**config.mk**
```make
export PLATFORM = sky130hd
export DESIGN_NAME = i2s_tx_frame_ctrl
export DESIGN_NICKNAME = d
export VERILOG_FILES = /design/src/rtl/i2s_tx_frame_ctrl.sv
export SDC_FILE = /design/constraint.sdc
export NUM_CORES = 1
export LEC_CHECK = 0
export ABC_AREA = 0
export CAP_MARGIN = 20
export CORE_UTILIZATION = 56
export CTS_CLUSTER_SIZE = 10
export DETAILED_ROUTE_END_ITERATION = 12
export HOLD_SLACK_MARGIN = 0.06
export PLACE_DENSITY = 0.84
export SYNTH_ARGS = -nofsm -noshare
export SYNTH_HDL_FRONTEND = slang
export SYNTH_SLANG_ARGS = --single-unit
```
**constraint.sdc**
```tcl
create_clock -name serial_clk -period 3.7 [get_ports serial_clk]
set_input_delay 0.37 -clock serial_clk [delete_from_list [all_inputs] [get_ports serial_clk]]
set_output_delay 0.37 -clock serial_clk [all_outputs]
set_load 0.02 [all_outputs]
```
**src/rtl/i2s_tx_frame_ctrl.sv**
```systemverilog
// I2S transmit frame sequencer: slot counter, WS/SD generation and double-buffered L/R sample fetch.
// Optional: define I2S_TX_REPEAT_ON_UNDERRUN_EN to repeat the last sample on underrun instead of sending silence.
module i2s_tx_frame_ctrl #(
  parameter int SAMPLE_WIDTH = 16,
  parameter int SLOT_BITS    = 17,
  parameter int CNT_WIDTH    = 8,
  localparam int FRAME       = 2 * SLOT_BITS,
  localparam int POS_W       = $clog2(FRAME)
) (
  input  logic                    serial_clk,
  input  logic                    reset,
  input  logic                    enable,
  input  logic                    mute,
  input  logic                    left_valid,
  input  logic [SAMPLE_WIDTH-1:0] left_data,
  output logic                    left_ready,
  input  logic                    right_valid,
  input  logic [SAMPLE_WIDTH-1:0] right_data,
  output logic                    right_ready,
  input  logic                    underrun_clr,
  output logic                    word_select,
  output logic                    sound_bit_out,
  output logic [POS_W-1:0]        frame_pos,
  output logic                    frame_start,
  output logic                    busy,
  output logic [CNT_WIDTH-1:0]    underrun_count
);

  localparam logic [POS_W-1:0]     LAST_POS = POS_W'(FRAME - 1);
  localparam logic [POS_W-1:0]     SLOT_POS = POS_W'(SLOT_BITS);
  localparam logic [POS_W-1:0]     SW_POS   = POS_W'(SAMPLE_WIDTH);
  localparam logic [CNT_WIDTH-1:0] CNT_MAX  = '1;

`ifdef I2S_TX_REPEAT_ON_UNDERRUN_EN
  localparam logic REPEAT_ON_UNDERRUN = 1'b1;
`else
  localparam logic REPEAT_ON_UNDERRUN = 1'b0;
`endif

  typedef enum logic {IDLE, RUN} state_t;

  state_t                  state;
  logic                    left_full, right_full;
  logic [SAMPLE_WIDTH-1:0] left_hold, right_hold;
  logic [SAMPLE_WIDTH-1:0] left_cur, right_cur;

  logic                    at_last, load_edge, left_cap, right_cap, any_underrun;
  logic [SAMPLE_WIDTH-1:0] left_next, right_next, slot_sample, shifted;
  logic [POS_W-1:0]        pos_next, slot_q;
  logic                    run_next, ws_next, sout_next;

  assign left_ready   = !left_full;
  assign right_ready  = !right_full;
  assign at_last      = (frame_pos == LAST_POS);
  assign load_edge    = enable && ((state == IDLE) || at_last);
  assign left_cap     = left_valid && !left_full;
  assign right_cap    = right_valid && !right_full;
  assign any_underrun = !left_full || !right_full;

  // Samples for the upcoming frame are chosen from the hold state before the edge;
  // a capture on the load edge itself only fills the hold for the following frame.
  always_comb begin
    left_next  = left_cur;
    right_next = right_cur;
    if (load_edge) begin
      if (mute)                    left_next = '0;
      else if (left_full)          left_next = left_hold;
      else if (!REPEAT_ON_UNDERRUN) left_next = '0;
      if (mute)                    right_next = '0;
      else if (right_full)         right_next = right_hold;
      else if (!REPEAT_ON_UNDERRUN) right_next = '0;
    end
  end

  // Outputs are registered from the new position, so the sample MSB lands one clock after WS changes.
  always_comb begin
    run_next = (state == RUN);
    pos_next = frame_pos;
    if (load_edge) begin
      run_next = 1'b1;
      pos_next = '0;
    end else if (state == RUN) begin
      if (at_last) run_next = 1'b0;
      else         pos_next = frame_pos + 1'b1;
    end
    ws_next     = run_next && (pos_next >= SLOT_POS);
    slot_q      = (pos_next >= SLOT_POS) ? (pos_next - SLOT_POS) : pos_next;
    slot_sample = ws_next ? right_next : left_next;
    shifted     = slot_sample << (slot_q - 1'b1);
    sout_next   = run_next && (slot_q != '0) && (slot_q <= SW_POS) && shifted[SAMPLE_WIDTH-1];
  end

  always_ff @(posedge serial_clk or negedge reset) begin
    if (!reset) begin
      state          <= IDLE;
      frame_pos      <= LAST_POS;
      word_select    <= 1'b0;
      sound_bit_out  <= 1'b0;
      frame_start    <= 1'b0;
      busy           <= 1'b0;
      underrun_count <= '0;
      left_full      <= 1'b0;
      right_full     <= 1'b0;
      left_hold      <= '0;
      right_hold     <= '0;
      left_cur       <= '0;
      right_cur      <= '0;
    end else begin
      state         <= run_next ? RUN : IDLE;
      frame_pos     <= pos_next;
      word_select   <= ws_next;
      sound_bit_out <= sout_next;
      frame_start   <= run_next && (pos_next == '0);
      busy          <= run_next;
      left_cur      <= left_next;
      right_cur     <= right_next;

      if (left_cap) begin
        left_hold <= left_data;
        left_full <= 1'b1;
      end else if (load_edge) begin
        left_full <= 1'b0;
      end

      if (right_cap) begin
        right_hold <= right_data;
        right_full <= 1'b1;
      end else if (load_edge) begin
        right_full <= 1'b0;
      end

      if (underrun_clr)
        underrun_count <= '0;
      else if (load_edge && any_underrun && (underrun_count != CNT_MAX))
        underrun_count <= underrun_count + 1'b1;
    end
  end

endmodule

```
==> results of run 1 <==
[state kept, by name (all words and copies together) (netlist names)]
signal	count
sound_bit_out	1
left_hold	16
word_select	1
left_full	1
right_hold	16
right_full	1
busy	1
frame_pos	6
frame_start	1
underrun_count	8
left_cur	16
right_cur	16
[cell families after synthesis]
| kind of cell | count (synthesis) |
|---|---|
| AO/OA/AOI/OAI | 100 |
| XOR/XNOR | 9 |
| adder cells (fa/ha/maj) | 6 |
| buffers and inverters | 49 |
| flip-flops | 84 |
| multiplexers | 47 |
| AND/OR/NAND/NOR | 171 |
[critical path: stages, from the launching register on]
cell and delay [ps]:
sky130_fd_sc_hd__dfstp_2 630, sky130_fd_sc_hd__ha_1 230, sky130_fd_sc_hd__nand4bb_4 170, sky130_fd_sc_hd__o21ai_4 180, sky130_fd_sc_hd__mux2_4 400, sky130_fd_sc_hd__ha_1 320
sky130_fd_sc_hd__inv_1 100, sky130_fd_sc_hd__a21oi_1 300, sky130_fd_sc_hd__xor2_1 250, sky130_fd_sc_hd__a21oi_1 90, sky130_fd_sc_hd__o211ai_1 270, sky130_fd_sc_hd__o2111ai_2 140
sky130_fd_sc_hd__o31ai_1 200, sky130_fd_sc_hd__nor2_1 80
[layer usage]
layer	routed length, microns	global-route usage [%]
met1	4560	36.1
met2	5360	46.1
met3	579	5.17
met4	347	10.7
met5	0	0
[final timing paths]
| path | start | end | slack (ps) | depth (start not counted) |
|---|---|---|---|---|
| worst max register to register | frame_pos[0] | sound_bit_out | 230 | 13 |
| max in group asynchronous | reset | frame_pos[0] | 2650 | 3 |
| worst min-delay path | reset | frame_pos[2] | 410 | 2 |
| worst max-delay path | frame_pos[0] | sound_bit_out | 230 | 13 |
| worst min register to register | right_cur[0] | right_cur[0] | 480 | 2 |
| min in group serial_clk | right_cur[0] | right_cur[0] | 480 | 2 |
[final cells by class]
type	count	area [sq um]	share of cell area [%]
multi-input combinational	333	2270	41.1
sequential	84	2100	38.2
timing repair buffer	77	743	13.5
clock buffer	13	149	2.70
tap	102	128	2.32
inverter	18	70.1	1.27
clock inverter	3	47.5	0.863
[power groups by stage]
| stage | sequential [uW] | combinational (uW) | clock (uW) |
|---|---|---|---|
| 5_1_grt | 1520 | 2790 | 694 |
| 2_1_floorplan | 1480 | 1830 | 0 |
| 3_5_place_dp | 1500 | 2500 | 0 |
| 6_report | 1480 | 2550 | 653 |
| 3_3_place_gp | 1480 | 2430 | 0 |
| 4_1_cts | 1480 | 2510 | 667 |
[synth_stat cells (all sizes together) (7+ instances only)]
master	instances
nand3	34
buf	13
or3	8
nand2	63
clkbuf	18
nand4	7
dfrtp	82
inv	18
o211ai	13
mux2	34
mux2i	11
o21ai	37
a21oi	15
nor2b	8
nor2	25
[stage by stage]
step / power (uW) / cell area (sq um)
3_5_place_dp: 3990 / 5270
4_1_cts: 4650 / 5460
3_3_place_gp: 3910 / 5270
6_report: 4680 / 5510
2_1_floorplan: 3310 / 4590
5_1_grt: 5000 / 5510
[repair_timing]
action,in CTS,in global routing
resized for setup,0,2
hold buffers,0,1
endpoints found under the hold margin,0,12
setup endpoints to repair,0,1
==> impl_metrics.py, run 1 <==
metrics = {
    "status": {
        "status": "completed",
    },
    "finish": {
        "count_of_placed_standard_cells_in_the_final_layout_fillers_left_out": 630,
        "antenna-diode-count": 0,
        "final_core_util_pct": 70.5,
        "post_route_cells_drive_above_1_share_pct": 17.2,
        "layout.nets": 568,
        "nFillCells": 584,
        "final_common_cell": "sky130_fd_sc_hd__dfrtp_1",
        "flow.area_growth_from_synthesis_pct": 20.0,
        "commonest_cells_after_routing_fill_and_taps_aside": "sky130_fd_sc_hd__dfrtp_1, sky130_fd_sc_hd__nand2_1, sky130_fd_sc_hd__clkdlybuf4s50_1",
    },
    "floorplan": {
        "die_h_microns": 92.5,
        "fp.dieArea_sq_um": 8560,
        "placementRows": 32,
        "die_x_microns": 92.5,
        "core_area_sq_um": 7810,
        "start_util_pct": 58.8,
        "ios": 59,
    },
    "clock_network": {
        "clockRootBuffer": "sky130_fd_sc_hd__clkbuf_8",
        "clk-insertion-delay-late_ps": 350,
        "tritoncts.num_buffers": 9,
        "tritoncts": "built",
        "numClockSinks": 84,
        "post-cts-setup-buffers": 0,
        "h-tree-depth": 3,
        "path_clk_slew_ps": 80,
        "cts-root-to-sink-buffers": 2,
    },
    "placement": {
        "dp.final_hpwl_microns": 7860,
        "dpl.cell_count": 612,
        "dp_worst_setup_slack_ps": 231,
        "io_buffers": 58,
        "routabilityCongestion": 0.901,
    },
    "drt": {
        "remaining_drc_errors": 0,
        "via_per_inst": 6.02,
        "drt_iter0_drc": 305,
        "avgRoutedWirePerCell_microns": 17.2,
        "totalWireLength_microns": 10800,
        "firstDrtPassIters": 5,
        "num_vias": 3793,
        "ant_nets": 0,
    },
    "pwr": {
        "sw_ratio_pct": 42.7,
        "leakage_uw": 0.00232,
        "power.clock.fraction_pct": 13.9,
        "p_int_uw": 2690,
        "power_frac_seq_pct": 31.6,
        "power.switching_uw": 2000,
        "vdd_drop_max_uv": 394,
        "pwr-share-comb_pct": 54.4,
        "pwr_density_cell_nw_per_um2": 851,
    },
    "logic_synthesis": {
        "netlist-cell-type-count": 66,
        "synth-xor-area-share_pct": 1.88,
        "synth_compound_area_share_pct": 15.6,
        "synthesis.instances": 466,
        "synth_edf_count": 0,
        "synth_ff_type": "sky130_fd_sc_hd__dfrtp_1",
        "synth_area_per_cell_sq_um": 9.85,
        "synth.area.top_cells": "sky130_fd_sc_hd__dfrtp_1, sky130_fd_sc_hd__mux2_2, sky130_fd_sc_hd__nand2_1",
        "synth.mux.area_fraction_pct": 11.8,
        "yosys_top_cell_by_area": "sky130_fd_sc_hd__dfrtp_1",
        "synth.net_count": 511,
        "synth_top_family_by_area": "simple AND/OR/NAND/NOR gates",
        "share_of_the_synthesized_area_in_the_top_cell_type_pct": 44.7,
        "ys_seq_area_share_pct": 45.9,
        "yosys_register_bits": 84,
        "synthSimpleGateAreaFrac_pct": 18.2,
        "synthAdderAreaFrac_pct": 1.64,
        "synthesized_cell_area_sq_um": 4590,
        "ys.warnings.count": 0,
        "async_reset_ff_share_pct": 100,
    },
    "setup_path": {
        "end_kind": "register",
        "cp_max_fo": 12,
        "cp.arrival_ps": 3700,
        "cp-start-kind": "register",
        "cp.required_ps": 3940,
        "crit_type": "register to register",
    },
    "sta": {
        "final.setup_skew_ps": 9.78,
        "finalHoldViolCount": 0,
        "timing.final.crit_share_pct": 93.7,
        "tmin_final_ps": 3470,
        "setup_viol": 0,
        "final.setup.tns_ps": 0,
        "timing.slew.headroom_pct": 47.7,
        "finalMaxSlewViolations": 0,
        "max_freq_mhz": 288,
        "setup_ws_ps": 233,
        "actual_slew_at_the_worst_max_slew_pin_ps": 780,
        "hold-worst-slack_ps": 413,
        "rsz0062_at_grt": "false",
    },
    "global_route": {
        "track_usage_pct": 27.8,
        "pin_count_of_the_biggest_net_entering_global_routing": 85,
        "number_of_global_route_vias_before_repair": 3772,
        "grt_first_pass_wirelength_microns": 18400,
        "grt_antenna_before_repair": 0,
        "global_route.overflow_total": 0,
    },
    "job": {
        "cap_viol_max_count": 0,
    },
    "hold_path": {
        "holdCritPathClass": "primary input to async pin",
    },
}
Power figures use the tool's default switching activity.
==> run 2, diff against run 1 <==
--- a/config.mk
+++ b/config.mk
@@ -6,12 +6,12 @@
 export NUM_CORES = 1
 export LEC_CHECK = 0
 export ABC_AREA = 0
-export CAP_MARGIN = 20
 export CORE_UTILIZATION = 56
 export CTS_CLUSTER_SIZE = 10
 export DETAILED_ROUTE_END_ITERATION = 12
 export HOLD_SLACK_MARGIN = 0.06
 export PLACE_DENSITY = 0.84
+export SLEW_MARGIN = 20
 export SYNTH_ARGS = -nofsm -noshare
 export SYNTH_HDL_FRONTEND = slang
 export SYNTH_SLANG_ARGS = --single-unit
==> run 2 against run 1 <==
Net effect: sequential power about the same; routed wire length fell by 0.19%; cell count is 0.32% lower; global-route usage is the same; non-clock buffer count down 2; clock power barely moved; register-to-register slack lost 20 ps; utilization is 0.43 points lower; critical path depth is the same; die area is the same; critical path type unchanged.
==> impl_metrics.py, run 2 (synthesized netlist as in run 1, its figures left out) <==
metrics = {
    "sta": {
        "setup_ws_ps": 212,
        "timing.final.crit_share_pct": 94.3,
        "timing.slew.headroom_pct": 48.3,
        "actual_slew_at_the_worst_max_slew_pin_ps": 771,
        "tmin_final_ps": 3490,
        "finalHoldViolCount": 0,
        "final.setup.tns_ps": 0,
        "rsz0062_at_grt": "false",
        "final.setup_skew_ps": 9.35,
        "max_freq_mhz": 287,
        "setup_viol": 0,
        "finalMaxSlewViolations": 0,
    },
    "floorplan": {
        "fp.dieArea_sq_um": 8560,
        "die_h_microns": 92.5,
        "start_util_pct": 58.8,
        "placementRows": 32,
        "core_area_sq_um": 7810,
        "die_x_microns": 92.5,
        "ios": 59,
    },
    "placement": {
        "dp_worst_setup_slack_ps": 231,
        "dp.final_hpwl_microns": 7860,
        "io_buffers": 58,
        "routabilityCongestion": 0.901,
    },
    "drt": {
        "wl_met1_microns": 4540,
        "num_vias": 3787,
        "wl_met3_microns": 582,
        "firstDrtPassIters": 5,
        "top_signal_layer_used": "met4",
        "avgRoutedWirePerCell_microns": 17.2,
        "wl_met2_microns": 5360,
        "totalWireLength_microns": 10800,
        "ant_nets": 0,
        "remaining_drc_errors": 0,
        "drt_iter0_drc": 305,
        "via_per_inst": 6.03,
    },
    "setup_path": {
        "end_kind": "register",
        "cp.required_ps": 3940,
        "worst_path_max_delay_cell": "sky130_fd_sc_hd__dfstp_2",
        "cp-start-kind": "register",
        "crit_chain": "ha_1 > nand4bb_4 > o21ai_4 > mux2_4 > ha_1 > inv_1 > a21oi_1 > xor2_1 > a21oi_1 > o211ai_1 > o2111ai_2 > o31ai_1 > nor2_1",
        "crit_type": "register to register",
        "cp.arrival_ps": 3720,
        "cp_max_fo": 12,
        "largest_incremental_delay_on_the_critical_path_ps": 630,
    },
    "pwr": {
        "power.clock.fraction_pct": 14.0,
        "p_int_uw": 2680,
        "pwr_density_cell_nw_per_um2": 855,
        "design_power_total_uw": 4680,
        "leakage_uw": 0.00231,
        "vdd_drop_max_uv": 395,
        "power_frac_seq_pct": 31.6,
        "sw_ratio_pct": 42.7,
        "power.switching_uw": 2000,
        "pwr-share-comb_pct": 54.4,
    },
    "finish": {
        "nFillCells": 586,
        "commonest_cells_after_routing_fill_and_taps_aside": "sky130_fd_sc_hd__dfrtp_1, sky130_fd_sc_hd__nand2_1, sky130_fd_sc_hd__clkdlybuf4s50_1",
        "layout.nets": 566,
        "final_common_cell": "sky130_fd_sc_hd__dfrtp_1",
        "post_route_cells_drive_above_1_share_pct": 17.1,
        "flow.area_growth_from_synthesis_pct": 19.3,
        "antenna-diode-count": 0,
    },
    "clock_network": {
        "clk-insertion-delay-late_ps": 350,
        "post-cts-setup-buffers": 0,
        "h-tree-depth": 3,
        "clockRootBuffer": "sky130_fd_sc_hd__clkbuf_8",
        "tritoncts": "built",
        "cts-root-to-sink-buffers": 2,
        "path_clk_slew_ps": 80,
        "tritoncts.num_buffers": 9,
        "numClockSinks": 84,
    },
    "global_route": {
        "grt_antenna_before_repair": 0,
        "global_route.overflow_total": 0,
        "number_of_global_route_vias_before_repair": 3772,
        "track_usage_pct": 27.8,
        "pin_count_of_the_biggest_net_entering_global_routing": 85,
        "grt_first_pass_wirelength_microns": 18400,
    },
    "hold_path": {
        "holdCritPathClass": "primary input to async pin",
    },
    "job": {
        "cap_viol_max_count": 0,
    },
    "status": {
        "status": "completed",
    },
}
==> run 2: changes by cell type in the layout (fill, tap and decap cells not counted) <==
| cell | previous run | this run |
|---|---|---|
| sky130_fd_sc_hd__buf_16 | 1 | 0 |
| sky130_fd_sc_hd__dlygate4sd3_1 | 1 | 0 |
| sky130_fd_sc_hd__buf_4 | 18 | 17 |
| sky130_fd_sc_hd__buf_6 | 0 | 1 |
==> run 2: cell type report <==
| class | count | area [sq um] | area share (%) |
|---|---|---|---|
| Sequential cell | 84 | 2100 | 38.4 |
| Tap cell | 102 | 128 | 2.33 |
| Clock inverter | 3 | 47.5 | 0.869 |
| Timing Repair Buffer | 75 | 709 | 13.0 |
| Inverter | 18 | 70.1 | 1.28 |
| Clock buffer | 13 | 149 | 2.72 |
| Multi-Input combinational cell | 333 | 2270 | 41.4 |
==> run 2: per-layer routing <==
layer,vias up,global-route usage (%)
met5,-,0
met3,28,5.17
met2,132,46.1
met1,1853,36.1
met4,0,10.7
li1,1774,-
==> run 2: path summary, 6_finish.rpt <==
check | start | endpoint | slack, ps | depth (start not counted)
worst max-delay path | frame_pos[0] | sound_bit_out | 210 | 13
worst min-delay path | reset | frame_pos[2] | 50 | 1
worst max register to register | frame_pos[0] | sound_bit_out | 210 | 13
worst min register to register | right_cur[11] | right_cur[11] | 480 | 2
max in group asynchronous | reset | right_cur[2] | 3110 | 1
min in group serial_clk | right_cur[11] | right_cur[11] | 480 | 2
==> run 2: what timing repair did <==
item,4_1_cts,5_1_grt
resized for setup,0,2
hold buffers,0,0
endpoints found under the setup margin,0,1
==> run 2: metrics by stage <==
stage | utilization (%) | instances | cell area [sq um] | hold slack [ps]
floorplan | - | 466 | 4590 | 74.4
finish | 70.1 | 628 | 5470 | 53.4
CTS | 70.0 | 628 | 5460 | 241
global route | 70.1 | 628 | 5470 | 129
global placement | 67.4 | 612 | 5270 | 453
detailed placement | 67.4 | 612 | 5270 | 463
==> run 2: critical path, delay by kind of cell, from the launching register on <==
kind	cells	cell delay [ps]
compound gates	6	1190
flops	1	630
fa+ha+maj	2	550
mux	1	400
xor+xnor	1	260
simple gates	2	250
buf+inv	1	100
==> run 2: power by group through the flow <==
stage,Sequential (uW),Clock (uW),Combinational [uW]
6_report,1480,654,2550
5_1_grt,1520,694,2780
4_1_cts,1480,667,2510
3_5_place_dp,1500,0,2500
3_3_place_gp,1480,0,2430
2_1_floorplan,1480,0,1830
